==> src/rtl/add_tree_op_dist_pkg.sv <==
// add_tree_op_dist_pkg
// Shared types and constants for the adder-tree operand distributor.
// Provides the pipeline word type carried on the serial input and on
// each operand lane, the lane count and word width of the adder tree,
// and the distributor FSM state encoding.
package add_tree_op_dist_pkg;

  // Number of operand lanes feeding the adder tree
  localparam int C_ADD_TREE_OP_CNT = 4;

  // Arithmetic word width and data-type tag width
  localparam int WORD_WDT = 16;
  localparam int TYPE_WDT = 2;

  // One pipeline word: qualifier, end-of-stream marker, type tag and payload
  typedef struct packed {
    logic                data_val;
    logic                data_last;
    logic [TYPE_WDT-1:0] data_type;
    logic [WORD_WDT-1:0] data_word;
  } pipe_data_t;

  // FILL collects serial words into lanes, EMIT presents the packed vector
  typedef enum logic {
    FILL = 1'b0,
    EMIT = 1'b1
  } add_tree_dist_state_t;

endpackage

==> src/rtl/add_tree_op_dist_if.sv <==
// add_tree_op_dist_if
// Bundles the serial input handshake and the parallel operand output of
// the distributor.
//   in_data      : serial pipeline word (data_val qualifies it)
//   in_rdy       : distributor can take the serial word
//   out_data     : packed operand vector, one pipeline word per lane
//   out_rdy      : adder tree accepts the vector
//   out_lane_msk : per lane, 1 = real word, 0 = zero padding
// master = upstream serializer plus downstream adder tree side,
// slave  = the distributor itself.
interface add_tree_op_dist_if
  import add_tree_op_dist_pkg::*;
#(
  parameter int OP_CNT = C_ADD_TREE_OP_CNT
);

  pipe_data_t                in_data;
  logic                      in_rdy;
  pipe_data_t [OP_CNT-1:0]   out_data;
  logic                      out_rdy;
  logic       [OP_CNT-1:0]   out_lane_msk;

  modport master (
    output in_data,
    output out_rdy,
    input  in_rdy,
    input  out_data,
    input  out_lane_msk
  );

  modport slave (
    input  in_data,
    input  out_rdy,
    output in_rdy,
    output out_data,
    output out_lane_msk
  );

endinterface

==> src/rtl/add_tree_op_dist.sv <==
// add_tree_op_dist
// Serial-to-parallel operand distributor placed between the systolic-array
// output serializer and the adder tree. Serial words are packed into an
// OP_CNT-lane operand vector; a vector closes when it is full, when a word
// carries data_last, or when the next word has a different data_type.
// Short vectors are zero padded and flagged through out_lane_msk.
// Ports:
//   clk    : clock
//   rst    : synchronous reset, active high
//   clk_en : global enable, low freezes all state and blocks transfers
//   bus    : slave modport of add_tree_op_dist_if (serial in, vector out)
module add_tree_op_dist
  import add_tree_op_dist_pkg::*;
#(
  parameter int OP_CNT = C_ADD_TREE_OP_CNT
) (
  input  logic               clk,
  input  logic               rst,
  input  logic               clk_en,
  add_tree_op_dist_if.slave  bus
);

  localparam int CNT_W = $clog2(OP_CNT + 1);

  add_tree_dist_state_t             state;
  add_tree_dist_state_t             state_nxt;
  logic [CNT_W-1:0]                 lane_cnt;
  logic [CNT_W-1:0]                 lane_cnt_inc;
  logic [TYPE_WDT-1:0]              type_reg;
  logic [OP_CNT-1:0][WORD_WDT-1:0]  lane_word;
  logic [OP_CNT-1:0]                msk;
  logic                             last_reg;

  logic type_chg;
  logic in_rdy;
  logic in_xfer;
  logic out_xfer;
  logic fill_done;
  logic close_vec;

  // A word of a different type may not join a partial vector. Detecting it
  // combinationally lets in_rdy drop in the same cycle so the word is held
  // upstream and starts the next vector.
  assign type_chg = (lane_cnt != '0) && bus.in_data.data_val &&
                    (bus.in_data.data_type != type_reg);

  assign in_rdy     = (state == FILL) && !rst && !type_chg;
  assign bus.in_rdy = in_rdy;

  assign in_xfer      = bus.in_data.data_val && in_rdy && clk_en;
  assign out_xfer     = (state == EMIT) && bus.out_rdy && clk_en;
  assign lane_cnt_inc = lane_cnt + CNT_W'(1);

  // Accepted word either fills the last lane or terminates the stream
  assign fill_done = (lane_cnt_inc == CNT_W'(OP_CNT)) || bus.in_data.data_last;

  assign close_vec = (in_xfer && fill_done) ||
                     ((state == FILL) && clk_en && type_chg);

  // State register
  always_ff @(posedge clk) begin
    if (rst) begin
      state <= FILL;
    end else begin
      state <= state_nxt;
    end
  end

  // Next-state logic
  always_comb begin
    state_nxt = state;
    case (state)
      FILL: begin
        if (close_vec) begin
          state_nxt = EMIT;
        end
      end
      EMIT: begin
        if (out_xfer) begin
          state_nxt = FILL;
        end
      end
      default: state_nxt = FILL;
    endcase
  end

  // Lane register file, fill counter and vector side-channel. Lanes are
  // wiped after each output transfer so a later short vector is padded
  // with zeros rather than stale words.
  always_ff @(posedge clk) begin
    if (rst) begin
      lane_cnt  <= '0;
      type_reg  <= '0;
      lane_word <= '0;
      msk       <= '0;
      last_reg  <= 1'b0;
    end else begin
      if (in_xfer) begin
        for (int i = 0; i < OP_CNT; i++) begin
          if (lane_cnt == CNT_W'(i)) begin
            lane_word[i] <= bus.in_data.data_word;
            msk[i]       <= 1'b1;
          end
        end
        if (lane_cnt == '0) begin
          type_reg <= bus.in_data.data_type;
        end
        lane_cnt <= fill_done ? '0 : lane_cnt_inc;
        last_reg <= bus.in_data.data_last;
      end else if (close_vec) begin
        // Closed by a type change: the vector is not a stream end
        lane_cnt <= '0;
        last_reg <= 1'b0;
      end
      if (out_xfer) begin
        lane_word <= '0;
        msk       <= '0;
        last_reg  <= 1'b0;
      end
    end
  end

  // Output vector is only visible in EMIT; during FILL every field reads 0
  always_comb begin
    bus.out_data     = '0;
    bus.out_lane_msk = '0;
    if (state == EMIT) begin
      bus.out_lane_msk = msk;
      for (int i = 0; i < OP_CNT; i++) begin
        bus.out_data[i].data_val  = 1'b1;
        bus.out_data[i].data_last = last_reg;
        bus.out_data[i].data_type = type_reg;
        bus.out_data[i].data_word = lane_word[i];
      end
    end
  end

endmodule
==> src/flat_wrapper.sv <==
// flat-port wrapper written by rule: the top's interface ports become plain ports
module add_tree_op_dist_flat import add_tree_op_dist_pkg::*;
#(
  parameter int OP_CNT = C_ADD_TREE_OP_CNT
)
  (clk, rst, clk_en, bus_in_data, bus_out_rdy, bus_in_rdy, bus_out_data, bus_out_lane_msk);
  add_tree_op_dist_if #(.OP_CNT(OP_CNT)) bus_i ();
  input  logic clk;
  input  logic rst;
  input  logic clk_en;
  input wire logic [$bits(bus_i.in_data)-1:0] bus_in_data;
  input wire logic [$bits(bus_i.out_rdy)-1:0] bus_out_rdy;
  output wire logic [$bits(bus_i.in_rdy)-1:0] bus_in_rdy;
  output wire logic [$bits(bus_i.out_data)-1:0] bus_out_data;
  output wire logic [$bits(bus_i.out_lane_msk)-1:0] bus_out_lane_msk;
  assign bus_i.in_data = bus_in_data;
  assign bus_i.out_rdy = bus_out_rdy;
  assign bus_in_rdy = bus_i.in_rdy;
  assign bus_out_data = bus_i.out_data;
  assign bus_out_lane_msk = bus_i.out_lane_msk;
  add_tree_op_dist #(.OP_CNT(OP_CNT)) u_core (.clk(clk), .rst(rst), .clk_en(clk_en), .bus(bus_i));
endmodule
==> config.mk <==
export PLATFORM = sky130hd
export DESIGN_NAME = add_tree_op_dist_flat
export DESIGN_NICKNAME = d
export VERILOG_FILES = /design/src/rtl/add_tree_op_dist_pkg.sv /design/src/rtl/add_tree_op_dist_if.sv /design/src/rtl/add_tree_op_dist.sv /design/src/flat_wrapper.sv
export SDC_FILE = /design/constraint.sdc
export NUM_CORES = 1
export LEC_CHECK = 0
export CAP_MARGIN = 20
export CORE_MARGIN = 3
export CORE_UTILIZATION = 42
export CTS_CLUSTER_DIAMETER = 30
export DETAILED_ROUTE_END_ITERATION = 7
export GPL_TIMING_DRIVEN = 0
export MAX_ROUTING_LAYER = met4
export PLACE_DENSITY_LB_ADDON = 0.12
export SETUP_SLACK_MARGIN = 0.3
export SYNTH_ARGS = -nofsm -noshare
export SYNTH_HDL_FRONTEND = slang
export SYNTH_SLANG_ARGS = --single-unit
==> constraint.sdc <==
create_clock -name clk -period 1.67 [get_ports clk]
set_input_delay 0.4175 -clock clk [delete_from_list [all_inputs] [get_ports clk]]
set_output_delay 0.4175 -clock clk [all_outputs]
set_load 0.02 [all_outputs]
== Yosys cells after proc, flatten, opt, wreduce, memory -nomap -nowiden ==
Index checks and enable logic that the tools add are counted.

* Multiplexer cells: 10
* Add/sub/neg operators: 1
* Equality and inequality tests: 5
* Reduce and logical (&&, ||, !) cells: 23
* Bitwise logic cells: 1

{| class="wikitable"
|+ Operators by type and width
! cell !! count
|-
| 2-to-1 mux 80 bit || 1
|-
| logical AND 1 bit || 11
|-
| 2-to-1 mux 3 bit || 3
|-
| AND reduction 2 bit || 4
|-
| == test 3 x 2 -> 1 bit (second input constant) || 2
|-
| 2-to-1 mux 1 bit || 4
|-
| 2-to-1 mux 4 bit || 1
|-
| adder 3 x 1 -> 3 bit (second input constant) || 1
|-
| == test 3 x 1 -> 1 bit (second input constant) || 1
|-
| == test 3 bit (second input constant) || 1
|-
| zero test 3 bit || 1
|-
| nonzero test 3 bit || 1
|-
| zero test 1 bit || 2
|-
| logical OR 1 bit || 2
|-
| != test 2 bit || 1
|-
| case mux 1 bit (2 select lines) || 1
|-
| nonzero test 2 bit || 1
|-
| OR reduction 2 bit || 1
|-
| NOT 1 bit || 1
|}

* Flip-flop bits (word level): 75
* Logic and storage cells: 52
* Output and inout port bits: 85
* Input port bits: 24

== Longest topological paths before layout ==
Gate-level depths: netlist of the first run.

* Depth after elaboration: 11
* Depth in mapped cells: 8
* Mapped depth without buffers: 6

== Worst setup path after synthesis of the first run ==
Ideal clock, no wire load.

* Kind: input port to output port
* Start point: input bus_in_data[16]
* End point: output bus_in_rdy
* Buffers on the path: 0
* Slack: -200 ps
* Data required time: 1252 ps
* Cell stages on the path: 3
* Arrival: 1452 ps
* Path through: xor2_1 > o211ai_1 > nor3b_1

* Longest elaborated chain between the ends: 4

{| class="wikitable"
|+ RTL lines
! what !! line !! source
|-
| start, declared || flat_wrapper.sv:11 || <nowiki>input wire logic [$bits(bus_i.in_data)-1:0] bus_in_data;</nowiki>
|-
| != test 2 bit || add_tree_op_dist.sv:45 || <nowiki>(bus.in_data.data_type != type_reg);</nowiki>
|-
| logical AND 1 bit || add_tree_op_dist.sv:44 || <nowiki>assign type_chg = (lane_cnt != '0) && bus.in_data.data_val &&</nowiki>
|-
| zero test 1 bit || add_tree_op_dist.sv:47 || <nowiki>assign in_rdy = (state == FILL) && !rst && !type_chg;</nowiki>
|-
| logical AND 1 bit || add_tree_op_dist.sv:47 ||
|-
| end, declared || flat_wrapper.sv:13 || <nowiki>output wire logic [$bits(bus_i.in_rdy)-1:0] bus_in_rdy;</nowiki>
|}

Every way passes these cells.

== Final worst setup path of the first run ==
* Start point: register u_core.state
* End point: register u_core.msk[2]

* Longest elaborated chain between the ends: 6

{| class="wikitable"
|+ RTL lines
! what !! line !! source
|-
| start, declared || add_tree_op_dist.sv:25 || <nowiki>add_tree_dist_state_t state;</nowiki>
|-
| start signal, assigned || add_tree_op_dist.sv:65 || <nowiki>state <= state_nxt;</nowiki>
|-
| NOT 1 bit || add_tree_op_dist.sv:47 ||
|-
| logical AND 1 bit (2 in series) || add_tree_op_dist.sv:47 ||
|-
| logical AND 1 bit (2 in series) || add_tree_op_dist.sv:50 || <nowiki>assign in_xfer = bus.in_data.data_val && in_rdy && clk_en;</nowiki>
|-
| AND reduction 2 bit (no line) || n/a ||
|-
| end signal, assigned || add_tree_op_dist.sv:95 || <nowiki>msk <= '0;</nowiki>
|-
| end signal, assigned by index || add_tree_op_dist.sv:102 || <nowiki>msk[i] <= 1'b1;</nowiki>
|-
| end signal, assigned || add_tree_op_dist.sv:117 || <nowiki>msk <= '0;</nowiki>
|-
| end, declared || add_tree_op_dist.sv:31 || <nowiki>logic [OP_CNT-1:0] msk;</nowiki>
|}

Parallel ways exist; a longest one is shown, timed or not.
A chain may end at the register's enable or synchronous reset.

==> metrics, run 1 <==
CTS tree built; sequential area share after synthesis 43.3%; YS warnings 0; Starting DRT DRC Count 383; Synth top area share 43.3%; Layout area overhead 87.7%; # IOs 109; gr usage total 26.9%; crit share post-route 120%; endpoints failing hold 0; slowest cell delay on critical path 0.38 ns; hold_ws 0.251 ns; Max Slew Vio Count 0; largest net degree at the start of global routing 13; Final HPWL DP 7.66 mm; initial core utilization 44.0%; first-pass GRT wire length 19.6 mm; Synth Net Count 449; dpl cells 629; Root Driver clkbuf_8; Synth async-reset ratio 0%; Die Ht 96.9 um; die span in x 96.9 um; Fillers 421; clk buf depth 2; Mapped Cells 420; total power 0.00419 W; cts hold-fix bufs 0; Worst-path clk slew 0.09 ns; Max-slew headroom 58.4%; Comb power frac 14.1%; unrepaired setup endpoints after global routing true; crit-path cells buf_12 -> buf_6 -> nor4bb_4 -> and3_1 -> buf_6 -> and2_4 -> buf_8 -> clkbuf_16 -> o21a_1; fmax 500 MHz; outcome finished with violations; Post-synth EDFFs 0; die area 9390 um^2; # DRC 0; wire length per cell 21.2 um; DRT Pass-1 Iters 5; Psw 0.00104 W; core area 7890 um^2; max reg flops 64; biggest regs u_core.lane_word: 64 flops, u_core.msk: 4 flops, u_core.lane_cnt: 3 flops; Clk pwr share 42.1%; required time of the critical path 1.96 ns; vias in the first global route 3640; Diodes inserted 0; Synth Register Bits 75; power per cell area 643 nW/um^2; initial antenna violation count 0; clock sinks 75; clk_skew 0.0147 ns; Clk Latency, worst-skew pair 0.35 ns; setup TNS -28.67 ns; H-tree depth 3; slew at the pin with the worst max-slew slack 0.624 ns; post-route insts no fill 701; LEAKAGE 2.75 nW; Top FF cell, synth dfxtp_1; Cell Area, Synth 3470 um^2; Worst setup SP type register; Syn Area/Cell 8.26 um^2; failing checks negative setup slack; Finish-stage setup viols 159; Pint 0.00315 W; max-cap violations 0; most frequent CP cell buf_6; slowest CP cell dfxtp_4; Switching Fraction 24.8%; Antenna Violating Nets Remaining 0; GRT overflow 0; site row count 32; fin crit period 2.00 ns; worst vdd ir 486 uV; CP max FO 6; Final WS setup -0.330 ns; Top reg by flops u_core.lane_word; Worst setup EP type register; Synth area leader dfxtp_1; Placer Congestion 0.837; share of cells above drive strength 1 58.6%; vias 3941; Seq pwr share 43.8%; port bufs 107; crit path DAT 2.29 ns; CP Class reg -> reg; final net count 624; CTS Buf Count 9; synth unique cells 34; worst hold path type in -> reg; drt total wl 14.9 mm; Via density 5.62; top cells by area, synth dfxtp_1 (43%), and2_1 (13%), nand2_1 (9.6%)
routing by layer:
layer / share of wire [%] / global-route usage (%)
met5: 0 / -
met4: 4.4 / 7.99
met3: 7.3 / 3.82
met2: 49 / 43.9
met1: 40 / 34.6
power groups by stage:
stage                     Sequential (W)  Combinational, W  Clock [W]
after floorplan                  0.00186          0.000171          0
after global placement           0.00186          0.000322          0
after detailed placement         0.00187          0.000324          0
after CTS                        0.00182          0.000494    0.00174
after global routing             0.00183          0.000609    0.00184
final                            0.00183          0.000590    0.00176
Yosys cell counts, types with 2 or more instances:
library cell and instances:
nand2_1 89, dfxtp_1 75, and2_1 72, o21ai_0 30, clkbuf_1 21, mux2i_1 20
a21oi_1 19, nand3_1 18, buf_4 17, o211ai_1 14, nor2_1 6, ha_1 5
inv_1 4, o21a_1 4, and3_1 3, buf_2 2, buf_6 2, nor2b_1 2
xor2_1 2
worst max-delay path: cells and delay by family, from the launching register on:
family / cells / cell delay [ns]
AO/OA/AOI/OAI: 1 / 0.13
buffers and inverters: 5 / 0.66
flip-flops: 1 / 0.38
AND/OR/NAND/NOR: 3 / 0.77
what timing repair did:
action | 4_1_cts | 5_1_grt
resized for setup | 594 | 115
gates cloned | 10 | 4
pin swaps | 64 | 24
endpoints found under the setup margin | 160 | 160
buffers inserted | 31 | 12
path summary, 6_finish.rpt:
check | from | end | slack, ns | cells after the start
worst min-delay path | rst | u_core.type_reg[1]$_SDFFE_PP0P_ | 0.25 | 2
worst max-delay path | u_core.state$_SDFF_PP0_ | u_core.msk[2]$_SDFFE_PP0P_ | -0.33 | 9
worst max register to register | u_core.state$_SDFF_PP0_ | u_core.msk[2]$_SDFFE_PP0P_ | -0.33 | 9
worst min register to register | u_core.lane_word[58]$_SDFFE_PP0P_ | u_core.lane_word[58]$_SDFFE_PP0P_ | 0.45 | 2
layout make-up:
type                    count  area, um^2  area share, %
repair buffers            164        1730           26.6
multi-input cells         298        2290           35.2
inverters                   4        17.5          0.269
plain buffers              43         572           8.78
clock inverters             3        65.1          0.999
well taps                 102         128           1.96
flip-flops and latches     75        1520           23.3
clock buffers              12         188           2.88
logic make-up after synthesis:
kind of cell    count (synthesis)  synth area share (%)
mux                            20                  5.77
buf+inv                        47                  7.43
flops                          75                  43.3
simple gates                  198                  29.0
fa+ha+maj                       5                  1.80
xor+xnor                        2                 0.505
compound gates                 73                  12.2
placed cells by master, fill, tap and decap left out, drive strengths merged, types with 2 or more instances in the layout:
| cell type | instances |
|---|---|
| o21ai | 31 |
| clkdlybuf4s50 | 18 |
| and3 | 3 |
| dfxtp | 75 |
| mux2i | 20 |
| o211ai | 14 |
| ha | 5 |
| nand2 | 90 |
| nor2b | 2 |
| buf | 166 |
| nand3 | 18 |
| dlygate4sd2 | 3 |
| xor2 | 2 |
| o21a | 4 |
| and2 | 72 |
| clkbuf | 31 |
| inv | 4 |
| a21oi | 19 |
| bufinv | 2 |
| nor2 | 6 |
metrics by stage:
step / setup slack (ns) / area, um^2 / utilization (%)
after CTS: -0.279 / 5950 / 75.4
final: -0.330 / 6510 / 82.6
after global routing: -0.363 / 6510 / 82.6
after global placement: -1.07 / 4890 / 62.0
after floorplan: -0.0798 / 3690 / -
after detailed placement: -1.07 / 4890 / 62.0
Power figures use the tool's default switching activity.
==> run 2, diff against run 1 <==
--- a/config.mk
+++ b/config.mk
@@ -5,7 +5,6 @@
 export SDC_FILE = /design/constraint.sdc
 export NUM_CORES = 1
 export LEC_CHECK = 0
-export CAP_MARGIN = 20
 export CORE_MARGIN = 3
 export CORE_UTILIZATION = 42
 export CTS_CLUSTER_DIAMETER = 30
==> results of run 2 <==
No change in the layout: final DEF, timing and power equal those of run 1.
==> run 3, diff against run 2 <==
--- a/config.mk
+++ b/config.mk
@@ -5,8 +5,9 @@
 export SDC_FILE = /design/constraint.sdc
 export NUM_CORES = 1
 export LEC_CHECK = 0
+export ABC_CLOCK_PERIOD_IN_PS = 1670
 export CORE_MARGIN = 3
-export CORE_UTILIZATION = 42
+export CORE_UTILIZATION = 25
 export CTS_CLUSTER_DIAMETER = 30
 export DETAILED_ROUTE_END_ITERATION = 7
 export GPL_TIMING_DRIVEN = 0
==> run 3 against run 2 <==
First-iteration DRC count decreased by 64%; clock skew decreased by 0.0087 ns; the run still ends with negative setup slack left; clock-buffer cell count increased by 1; global-route usage decreased by 9.8 points.
==> metrics, run 3 (same netlist as run 1, synthesis figures left out) <==
GRT overflow 0; gr usage total 17.0%; site row count 42; max reg flops 64; most frequent cells in the layout buf_6 (129), nand2_1 (73), and2_4 (72); Psw 0.00108 W; slew at the pin with the worst max-slew slack 0.477 ns; port bufs 107; Fillers 1245; Layout area overhead 98.1%; Max-slew headroom 68.2%; M3 GR Usage 2.54%; clk_skew 0.00600 ns; final net count 629; total power 0.00471 W; vias 3664; crit-path cells clkdlybuf4s15_2 -> xor2_2 -> o211ai_1 -> nor3b_2 -> buf_4; biggest regs u_core.lane_word: 64 flops, u_core.msk: 4 flops, u_core.lane_cnt: 3 flops; Clk pwr share 48.7%; commonest non-fill, non-tap cell in the layout buf_6; Diodes inserted 0; # IOs 109; kind of cell adding the most delay to the critical path buffers and inverters; clk buf depth 2; CP max FO 2; Clk Latency, worst-skew pair 0.34 ns; max-cap violations 0; CTS Buf Count 9; Via density 4.69; CP Class in -> out; Die Ht 124 um; LEAKAGE 2.82 nW; clock sinks 75; Most Crowded Layer GR met2; fmax 524 MHz; Switching Fraction 23.0%; met1 GRT Util 22.4%; Pint 0.00362 W; dpl cells 703; wire length per cell 17.8 um; largest net degree at the start of global routing 13; Comb power frac 12.4%; share of cells above drive strength 1 59.3%; fin crit period 1.91 ns; Root Driver clkbuf_16; Placer Congestion 0.838; FF-to-FF setup slack -0.16 ns; crit share post-route 114%; worst vdd ir 417 uV; H-tree depth 3; power per cell area 685 nW/um^2; M2 GR Usage 26.6%; vias in the first global route 3500; failing checks negative setup slack; Worst setup EP type output port; unrepaired setup endpoints after global routing true; die span in x 124 um; Top reg by flops u_core.lane_word; drt total wl 13.9 mm; CTS tree built; slowest CP cell o211ai_1; endpoints failing hold 0; first-pass GRT wire length 19.0 mm; Final HPWL DP 8.55 mm; die area 15300 um^2; slowest cell delay on critical path 0.27 ns; # DRC 0; buffers plus inverters on the worst setup path 2; DRT Pass-1 Iters 4; cts hold-fix bufs 0; Antenna Violating Nets Remaining 0; Starting DRT DRC Count 138; initial core utilization 25.9%; Placement Setup Slack -1.07 ns; Worst-path clk slew 0.06 ns; post-route insts no fill 781; Worst setup SP type primary input; worst hold path type in -> reg; Max Slew Vio Count 0; core area 13400 um^2; initial antenna violation count 0; Seq pwr share 38.9%; crit path DAT 1.49 ns; Finish-stage setup viols 143; outcome finished with violations; required time of the critical path 1.25 ns; Final WS setup -0.239 ns
run 3: changes by cell type in the layout (fill, tap and decap cells not counted), sizes merged:
cell,previous run,this run
clkbuf,31,33
clkdlybuf4s15,0,1
dlygate4sd2,3,2
dlymetal6s2s,1,0
buf,166,171
run 3: repair_timing:
| item | CTS | global route |
|---|---|---|
| resized for setup | 497 | 280 |
| buffers inserted | 27 | 17 |
| gates cloned | 6 | 12 |
| pin swaps | 10 | 104 |
| setup endpoints to repair | 160 | 160 |
run 3: area by class of cell:
class	count	area [um^2]	area share, %
Inverter	4	20.0	0.291
Clock buffer	13	292	4.24
Timing Repair Buffer	169	1920	28.0
Clock inverter	3	65.1	0.947
Sequential cell	75	1520	22.1
Buffer	43	554	8.07
Multi-Input combinational cell	298	2280	33.2
Tap cell	176	220	3.20
run 3: through the flow:
stage / hold slack, ns / util (%) / TNS [ns] / instance area [um^2]
floorplan: 0.429 / - / -0.840 / 3690
global placement: 0.439 / 37.2 / -80.43 / 4980
detailed placement: 0.442 / 37.2 / -80.88 / 4980
CTS: 0.269 / 42.5 / -10.77 / 5700
global route: 0.269 / 51.3 / -19.96 / 6870
finish: 0.270 / 51.3 / -13.60 / 6870
run 3: worst paths after layout:
path | start | endpoint | cells after the start
hold reg to reg | u_core.lane_word[33]$_SDFFE_PP0P_ | u_core.lane_word[33]$_SDFFE_PP0P_ | 2
hold / removal | rst | u_core.lane_cnt[0]$_SDFFE_PP0P_ | 2
setup reg to reg | u_core.state$_SDFF_PP0_ | u_core.lane_word[40]$_SDFFE_PP0P_ | 9
setup / recovery | bus_in_data[17] | bus_in_rdy | 5
run 3: metal layers:
metal,vias up,wire length [um]
li1,1735,-
met1,1784,6310
met2,125,6670
met3,20,679
met4,0,278
met5,-,0
run 3: power groups by stage:
stage	logic (W)	registers, W	clock network, W
after floorplan	0.000171	0.00186	0
after global placement	0.000328	0.00186	0
after detailed placement	0.000331	0.00187	0
after CTS	0.000435	0.00182	0.00233
after global routing	0.000615	0.00183	0.00240
final	0.000583	0.00183	0.00229
run 3: worst reg2reg max path: cells and delay by family, from the launching register on:
kind                   cells  cell delay [ns]
buffers and inverters      5             0.70
and+or+nand+nor            3             0.59
AOI/OAI and AO/OA          1             0.05
DFF                        1             0.38
